**src/rtl/free_list.sv**
```systemverilog
// Physical-register free list for rename: hands out the lowest-numbered free
// register on allocate and returns registers to the pool on free.
module free_list #(
  parameter int PHYS_REGS = 64
) (
  input  logic       clk,
  input  logic       reset,
  input  logic       alloc_en,
  output logic [5:0] alloc_phys,
  output logic       alloc_valid,
  input  logic       free_en,
  input  logic [5:0] free_phys
);

  localparam logic [6:0] RegCount = 7'(PHYS_REGS);

  logic [PHYS_REGS-1:0] free_mask;
  logic [PHYS_REGS-1:0] free_mask_d;
  logic [5:0]           alloc_phys_q;
  logic [5:0]           alloc_phys_d;
  logic                 alloc_valid_q;
  logic                 alloc_valid_d;

  logic [5:0]           grant_idx;
  logic                 grant_found;
  logic                 free_legal;

  // Scanning downward lets the last hit win, leaving the lowest free index.
  always_comb begin
    grant_idx   = '0;
    grant_found = 1'b0;
    for (int i = PHYS_REGS - 1; i >= 0; i--) begin
      if (free_mask[i]) begin
        grant_idx   = 6'(i);
        grant_found = 1'b1;
      end
    end
  end

  assign free_legal = free_en && ({1'b0, free_phys} < RegCount);

  // The grant is taken from the pre-edge mask, so a register freed this cycle
  // only becomes grantable on the following cycle.
  always_comb begin
    free_mask_d   = free_mask;
    alloc_phys_d  = alloc_phys_q;
    alloc_valid_d = alloc_valid_q;
    if (alloc_en) begin
      alloc_valid_d = grant_found;
      alloc_phys_d  = grant_found ? grant_idx : 6'd0;
      if (grant_found) begin
        free_mask_d[grant_idx] = 1'b0;
      end
    end
    if (free_legal) begin
      free_mask_d[free_phys] = 1'b1;
    end
  end

  always_ff @(posedge clk) begin
    if (!reset) begin
      free_mask     <= '1;
      alloc_phys_q  <= '0;
      alloc_valid_q <= 1'b0;
    end else begin
      free_mask     <= free_mask_d;
      alloc_phys_q  <= alloc_phys_d;
      alloc_valid_q <= alloc_valid_d;
    end
  end

  assign alloc_phys  = alloc_phys_q;
  assign alloc_valid = alloc_valid_q;

endmodule

```
**config.mk**
```make
export PLATFORM = sky130hd
export DESIGN_NAME = free_list
export DESIGN_NICKNAME = d
export VERILOG_FILES = /design/src/rtl/free_list.sv
export SDC_FILE = /design/constraint.sdc
export NUM_CORES = 1
export LEC_CHECK = 0
export ABC_CLOCK_PERIOD_IN_PS = 2900
export BUFFER_PORTS_ARGS = -buffer_cell sky130_fd_sc_hd__buf_2
export CAP_MARGIN = 0
export CORE_MARGIN = 2
export CORE_UTILIZATION = 40
export DETAILED_ROUTE_END_ITERATION = 12
export PLACE_DENSITY_LB_ADDON = 0.08
export REMOVE_ABC_BUFFERS = 1
export SETUP_SLACK_MARGIN = 0.02
export SLEW_MARGIN = 20
export SYNTH_ARGS = -nofsm -noshare
export SYNTH_HDL_FRONTEND = slang
export SYNTH_SLANG_ARGS = --single-unit
```
**constraint.sdc**
```tcl
create_clock -name clk -period 2.9 [get_ports clk]
set_clock_uncertainty 0.15 [all_clocks]
set_input_delay 0 -clock clk [delete_from_list [all_inputs] [get_ports clk]]
set_output_delay 0 -clock clk [all_outputs]
set_load 0.1 [all_outputs]
```
* Yosys cells after proc, flatten, opt, wreduce, memory -nomap -nowiden
Cells that the tools add are included.
** Cells by class
- Mux-type cells :: 136
- Bitwise gates (word level) :: 3
- Order comparisons :: 4
- Reduce and logical (&&, ||, !) cells :: 2
** Operators by type and width (count)
- 2-to-1 mux 6 bit :: 65
- 2-to-1 mux 64 bit :: 3
- 2-to-1 mux 1 bit :: 66
- AND 64 bit :: 1
- NOT 64 bit :: 1
- bitwise OR 64 bit :: 1
- less-than comparator 6 x 7 -> 1 bit (second input constant) :: 2
- demux 1 bit (select 6 bit) :: 2
- greater-or-equal comparator 6 x 1 -> 1 bit (second input constant) :: 2
- logical AND 1 bit :: 2
** Word-level totals
- Input port bits :: 10
- Register bits :: 71
- Word-level logic and storage cells :: 148
- Output and inout bits :: 7

* Depth between registers and ports, before layout
- Word-level depth :: 74
- Gate-level depth with buffers :: 9
- Gate-level depth less buffers :: 7

* Worst setup path before layout
OpenSTA, ideal clock, no wires.
- Path type :: register -> register
- From :: reg free_mask[55]
- To :: reg free_mask[1]
- Buffers on the path :: 0
- Required time :: 2.609 ns
- Clock period less this slack :: 2.340 ns
- Slack :: 0.560 ns
- Library setup time :: 0.141 ns
- Cell stages (with the launch flop) :: 7
- Arrival :: 2.049 ns
- Path through :: dfxtp_1 or4_4 or4_4 o21a_1 a211oi_2 a21bo_2 o211ai_1
** On the way
- Cells in the longest elaborated chain, start to end :: 66
- Elaborated cells on any way between the ends :: 123
- Those cells by class :: order compare: 2; mux: 117; bitwise: 3; reduce/logical: 1
** RTL lines
- start, declared :: RTL line 17 : logic [PHYS_REGS-1:0] free_mask;
- start signal, assigned :: RTL line 66 : free_mask <= free_mask_d;
- 2-to-1 mux 6 bit (56 in a row) :: RTL line 33 : if (free_mask[i]) begin
- less-than comparator 6 x 7 -> 1 bit (not written as such) / greater-or-equal comparator 6 x 1 -> 1 bit (equally long branches) :: RTL line 52 : free_mask_d[grant_idx] = 1'b0;
- logical AND 1 bit (not written as such) :: RTL line 52
- 2-to-1 mux 1 bit (not written as such) :: RTL line 52
- demux 1 bit (select 6 bit) :: RTL line 52
- NOT 64 bit (no line)
- AND 64 bit (no line)
- 2-to-1 mux 64 bit * :: RTL line 51 : if (grant_found) begin
- 2-to-1 mux 64 bit * :: RTL line 48 : if (alloc_en) begin
- bitwise OR 64 bit (no line)
- 2-to-1 mux 64 bit * :: RTL line 55 : if (free_legal) begin
Every way passes the cells marked *; elsewhere a longest branch is shown, timed or not.
A chain may end at the register's enable or synchronous reset.

* Worst setup path in the final report
- From :: reg free_mask[7]
- To :: reg free_mask[28]
** On the way
- Cells in the longest elaborated chain, start to end :: 18
- Elaborated cells on any way between the ends :: 27
- Those cells by class :: order compare: 2; mux: 21; bitwise: 3; reduce/logical: 1
** RTL lines (RTL line)
- 2-to-1 mux 6 bit (8 in a row) :: 33
- less-than comparator 6 x 7 -> 1 bit (not written as such) / greater-or-equal comparator 6 x 1 -> 1 bit (equally long branches) :: 52
- logical AND 1 bit (not written as such) :: 52
- 2-to-1 mux 1 bit (not written as such) :: 52
- demux 1 bit (select 6 bit) :: 52
- NOT 64 bit (no line)
- AND 64 bit (no line)
- 2-to-1 mux 64 bit * :: 51
- 2-to-1 mux 64 bit * :: 48
- bitwise OR 64 bit (no line)
- 2-to-1 mux 64 bit * :: 55
Marks and branches as above.

==> out/results.tsv <==
stage	metric	value	unit
flow_run	Max Cap Viol	0	
clocking	clock tree from TritonCTS	built	
drt	routed length per instance	20.2	µm
worst_setup_path	R2R Path Start	free_mask[7]	
yosys	Synth Area in XOR/XNOR	0	%
drt	Pre-Repair DR Iteration Count	5	
clocking	Clock Sinks	71	
drt	DR DRC count	0	
worst_setup_path	reg2reg end	free_mask[28]	
min_path	Hold Path Class	in -> reg	
drt	total number of vias	4267	
timing	Worst slew margin	47.8	%
yosys	post-synthesis mux area share	0	%
layout	post-route insts no fill	703	
die	die height	103	µm
layout	area of the multi-input gates	2320	µm²
global_routing	grt ovf	0	
placement	RD Place Congestion	0.889	
global_routing	initial antenna violation count	0	
worst_setup_path	crit path cell chain	nor3_1, nand4b_1, or3_1, o22ai_1, and2_1, buf_4, a31oi_1	
worst_setup_path	crit path max fanout	12	
power_and_ir_drop	Max VDD drop	0.000232	V
clocking	root buffer cell	clkbuf_8	
yosys	Post-synth EDFFs	0	
die	Die X	103	µm
min_path	Worst Hold Launch	free_phys[3]	
power_and_ir_drop	total power	1.93	mW
worst_setup_path	worst reg-to-reg setup slack	0.25	ns
yosys	Post-Syn Area	3880	µm²
worst_setup_path	crit path launch	free_mask[7]	
layout	FF+latch area	1420	µm²
yosys	Syn Area/Cell	7.46	µm²
worst_setup_path	Worst path max stage delay	0.47	ns
worst_setup_path	Crit Path Category	reg -> reg	
yosys	YS warnings	0	
placement	DP HPWL	9650	µm
worst_setup_path	Critical Path AT	2.72	ns
power_and_ir_drop	Switch Pwr	0.525	mW
drt	DRT Wirelength	14200	µm
timing	final slew viol count	0	
worst_setup_path	startpoint types	flop	
die	core region area	9330	µm²
clocking	clock slew at the register clock pins of the worst setup and hold paths	0.09	ns
power_and_ir_drop	cell area power density	422	nW/µm²
yosys	fraction of registers with async set or reset after synthesis	0	%
timing	fin crit period	2.65	ns
timing	Final Hold Viols	0	
die	die area	10500	µm²
timing	period utilization	91.4	%
worst_setup_path	slowest cell on the critical path	o22ai_1	
global_routing	Total GRT Usage	27.8	%
layout	P&R area growth vs syn	17.9	%
yosys	Synth area leaders	dfxtp_1 (37%), nor2_1 (11%), o21ai_0 (7.6%)	
power_and_ir_drop	Logic pwr share	7.8	%
power_and_ir_drop	Clock power frac	41.3	%
global_routing	vias in the first global route	3911	
drt	Starting DRT DRC Count	279	
layout	layout cells sized above 1	15.9	%
outcome	status	completed	
drt	vias per std cell	6.07	
yosys	Unique masters post-synth	57	
power_and_ir_drop	switch share	27.2	%
worst_setup_path	Crit. End Element	flop	
yosys	complex-gate fraction of the synthesized area	30.7	%
yosys	simple-gate share of the synthesized area	28.7	%
yosys	register area share after synthesis	36.6	%
power_and_ir_drop	Internal	1.40	mW
layout	Util after Layout	49.0	%
global_routing	first-pass GRT wire length	21700	µm
power_and_ir_drop	leakage	1.60	nW
worst_setup_path	r2r worst-path depth	7	
yosys	dominant synthesized flop cell	dfxtp_1	
clocking	CTS Buf Count	9	
timing	Setup Viol. Count Final	0	
timing	fmax	0.377	GHz
timing	worst-margin pin slew	0.781	ns
layout	final net count	580	
clocking	Max H-tree Level	3	
timing	RSZ-0062 raised after global routing	false	
yosys	area share of the leading cell type in the synthesized netlist	36.6	%
placement	PortBufs	16	
layout	fillers	949	
yosys	largest area contributor in the netlist	dfxtp_1	
die	Site Rows	35	
layout	final instance area	4570	µm²
layout	antenna diode count	0	
die	I/O Pins	17	
placement	placed cell area	4340	µm²
yosys	combinational family with the most area after synthesis	compound AO/OA/AOI/OAI gates	
yosys	adder and majority gate portion of the synthesized area	0	%
drt	Final ANT Viol Nets	0	
die	Initial Util	41.6	%
timing	setup TNS	0	ns
worst_setup_path	Data required, critical path	2.97	ns
global_routing	largest net degree at the start of global routing	29	
yosys	synthesis-stage register bit count	71	
clocking	CTS max path bufs	2	
min_path	Hold Path Sink	free_mask[8]	
yosys	Synth Instances	520	
clocking	Clk Latency, worst-skew pair	0.36	ns
min_path	hold path depth	3	
power_and_ir_drop	Reg power frac	50.9	%
placement	dpl cells	685	
==> power by group through the flow <==
stage | sequential [mW] | clock, mW | combinational (mW)
5_1_grt | 0.983 | 0.852 | 0.160
3_5_place_dp | 1.01 | 0 | 0.145
2_1_floorplan | 1.02 | 0 | 0.0615
3_3_place_gp | 1.00 | 0 | 0.144
6_report | 0.982 | 0.797 | 0.150
4_1_cts | 0.982 | 0.807 | 0.147
==> what timing repair did <==
action | CTS | global route
gates resized for setup | 0 | 3
hold buffers | 3 | 0
buffers inserted | 0 | 0
hold endpoints to repair | 10 | 0
setup endpoints to repair | 0 | 15
==> registers in the layout, indices dropped and copies added (netlist names) <==
signal	cells
alloc_phys	6
alloc_valid	1
free_mask	64
==> per-stage QoR <==
stage | setup WS, ns | hold WS [ns]
after floorplan | 0.461 | -0.0714
after global placement | 0.157 | 0.232
after detailed placement | 0.0958 | 0.236
after CTS | 0.0819 | 0.0563
after global routing | 0.0857 | 0.0765
final | 0.250 | 0.0736
==> synth_stat cells (all sizes together) (2+ instances only) <==
| cell type | number |
|---|---|
| buf | 7 |
| nor2 | 114 |
| nor4 | 22 |
| o31a | 3 |
| o221ai | 6 |
| a21boi | 3 |
| nor3 | 18 |
| and2 | 7 |
| o2bb2ai | 4 |
| or4 | 9 |
| a21oi | 18 |
| nand3 | 12 |
| nand2 | 17 |
| o21bai | 3 |
| o31ai | 6 |
| a221o | 2 |
| o21a | 2 |
| o41ai | 2 |
| inv | 16 |
| nor2b | 7 |
| or3 | 4 |
| nand3b | 3 |
| o21ai | 61 |
| or3b | 2 |
| a211oi | 5 |
| o311ai | 2 |
| dfxtp | 71 |
| a21bo | 2 |
| nand4b | 2 |
| nand4 | 5 |
| o311a | 3 |
| clkbuf | 14 |
| a31oi | 43 |
| o211ai | 12 |
| nand2b | 3 |
==> routing by layer <==
metal	track usage [%]	up-vias	share of wire (%)	wire length, µm
li1	-	2058	-	-
met3	5.15	31	4.5	646
met1	36.3	2052	45	6370
met2	45.7	126	48	6770
met4	10.8	0	3.0	423
met5	0	-	0	0
==> worst max-delay path by stage <==
stage	to	slack [ns]
2_1_floorplan	free_mask[57]	0.46
3_3_place_gp	free_mask[17]	0.16
3_5_place_dp	free_mask[49]	0.1
4_1_cts	free_mask[32]	0.08
5_1_grt	free_mask[50]	0.09
6_report	free_mask[28]	0.25
==> worst max-delay path, delay by kind of cell, from the launching register on <==
| kind | cells | cell delay [ns] |
|---|---|---|
| AO/OA/AOI/OAI | 2 | 0.61 |
| buffers and inverters | 1 | 0.23 |
| flip-flops | 1 | 0.34 |
| AND/OR/NAND/NOR | 4 | 1.17 |
==> layout by cell type (no fill, tap or decap), types with 5 or more instances in the layout <==
| cell | n |
|---|---|
| a21oi_1 | 17 |
| clkbuf_8 | 9 |
| o211ai_1 | 12 |
| nor4_1 | 20 |
| a31oi_1 | 42 |
| nand4_1 | 5 |
| o31ai_1 | 5 |
| buf_4 | 41 |
| nor3_1 | 18 |
| o221ai_1 | 6 |
| nand3_1 | 11 |
| o21ai_0 | 59 |
| nand2_1 | 17 |
| nor2b_1 | 7 |
| and2_1 | 7 |
| dfxtp_1 | 71 |
| buf_2 | 16 |
| inv_1 | 16 |
| nor2_1 | 112 |
| or4_1 | 6 |
==> final cells by class <==
| type | instances | area share, % |
|---|---|---|
| clock buffer | 9 | 2.71 |
| tap | 129 | 3.53 |
| clock inverter | 6 | 1.37 |
| multi-input combinational | 411 | 50.8 |
| sequential | 71 | 31.1 |
| timing repair buffer | 60 | 9.14 |
| inverter | 17 | 1.39 |
==> cells by family (layout without fill, tap and decap cells) <==
logic type	Yosys count	after routing
and+or+nand+nor	228	228
AOI/OAI and AO/OA	183	183
DFF	71	71
buffers and inverters	38	92
Note: power is estimated with default switching activity, not from simulation.
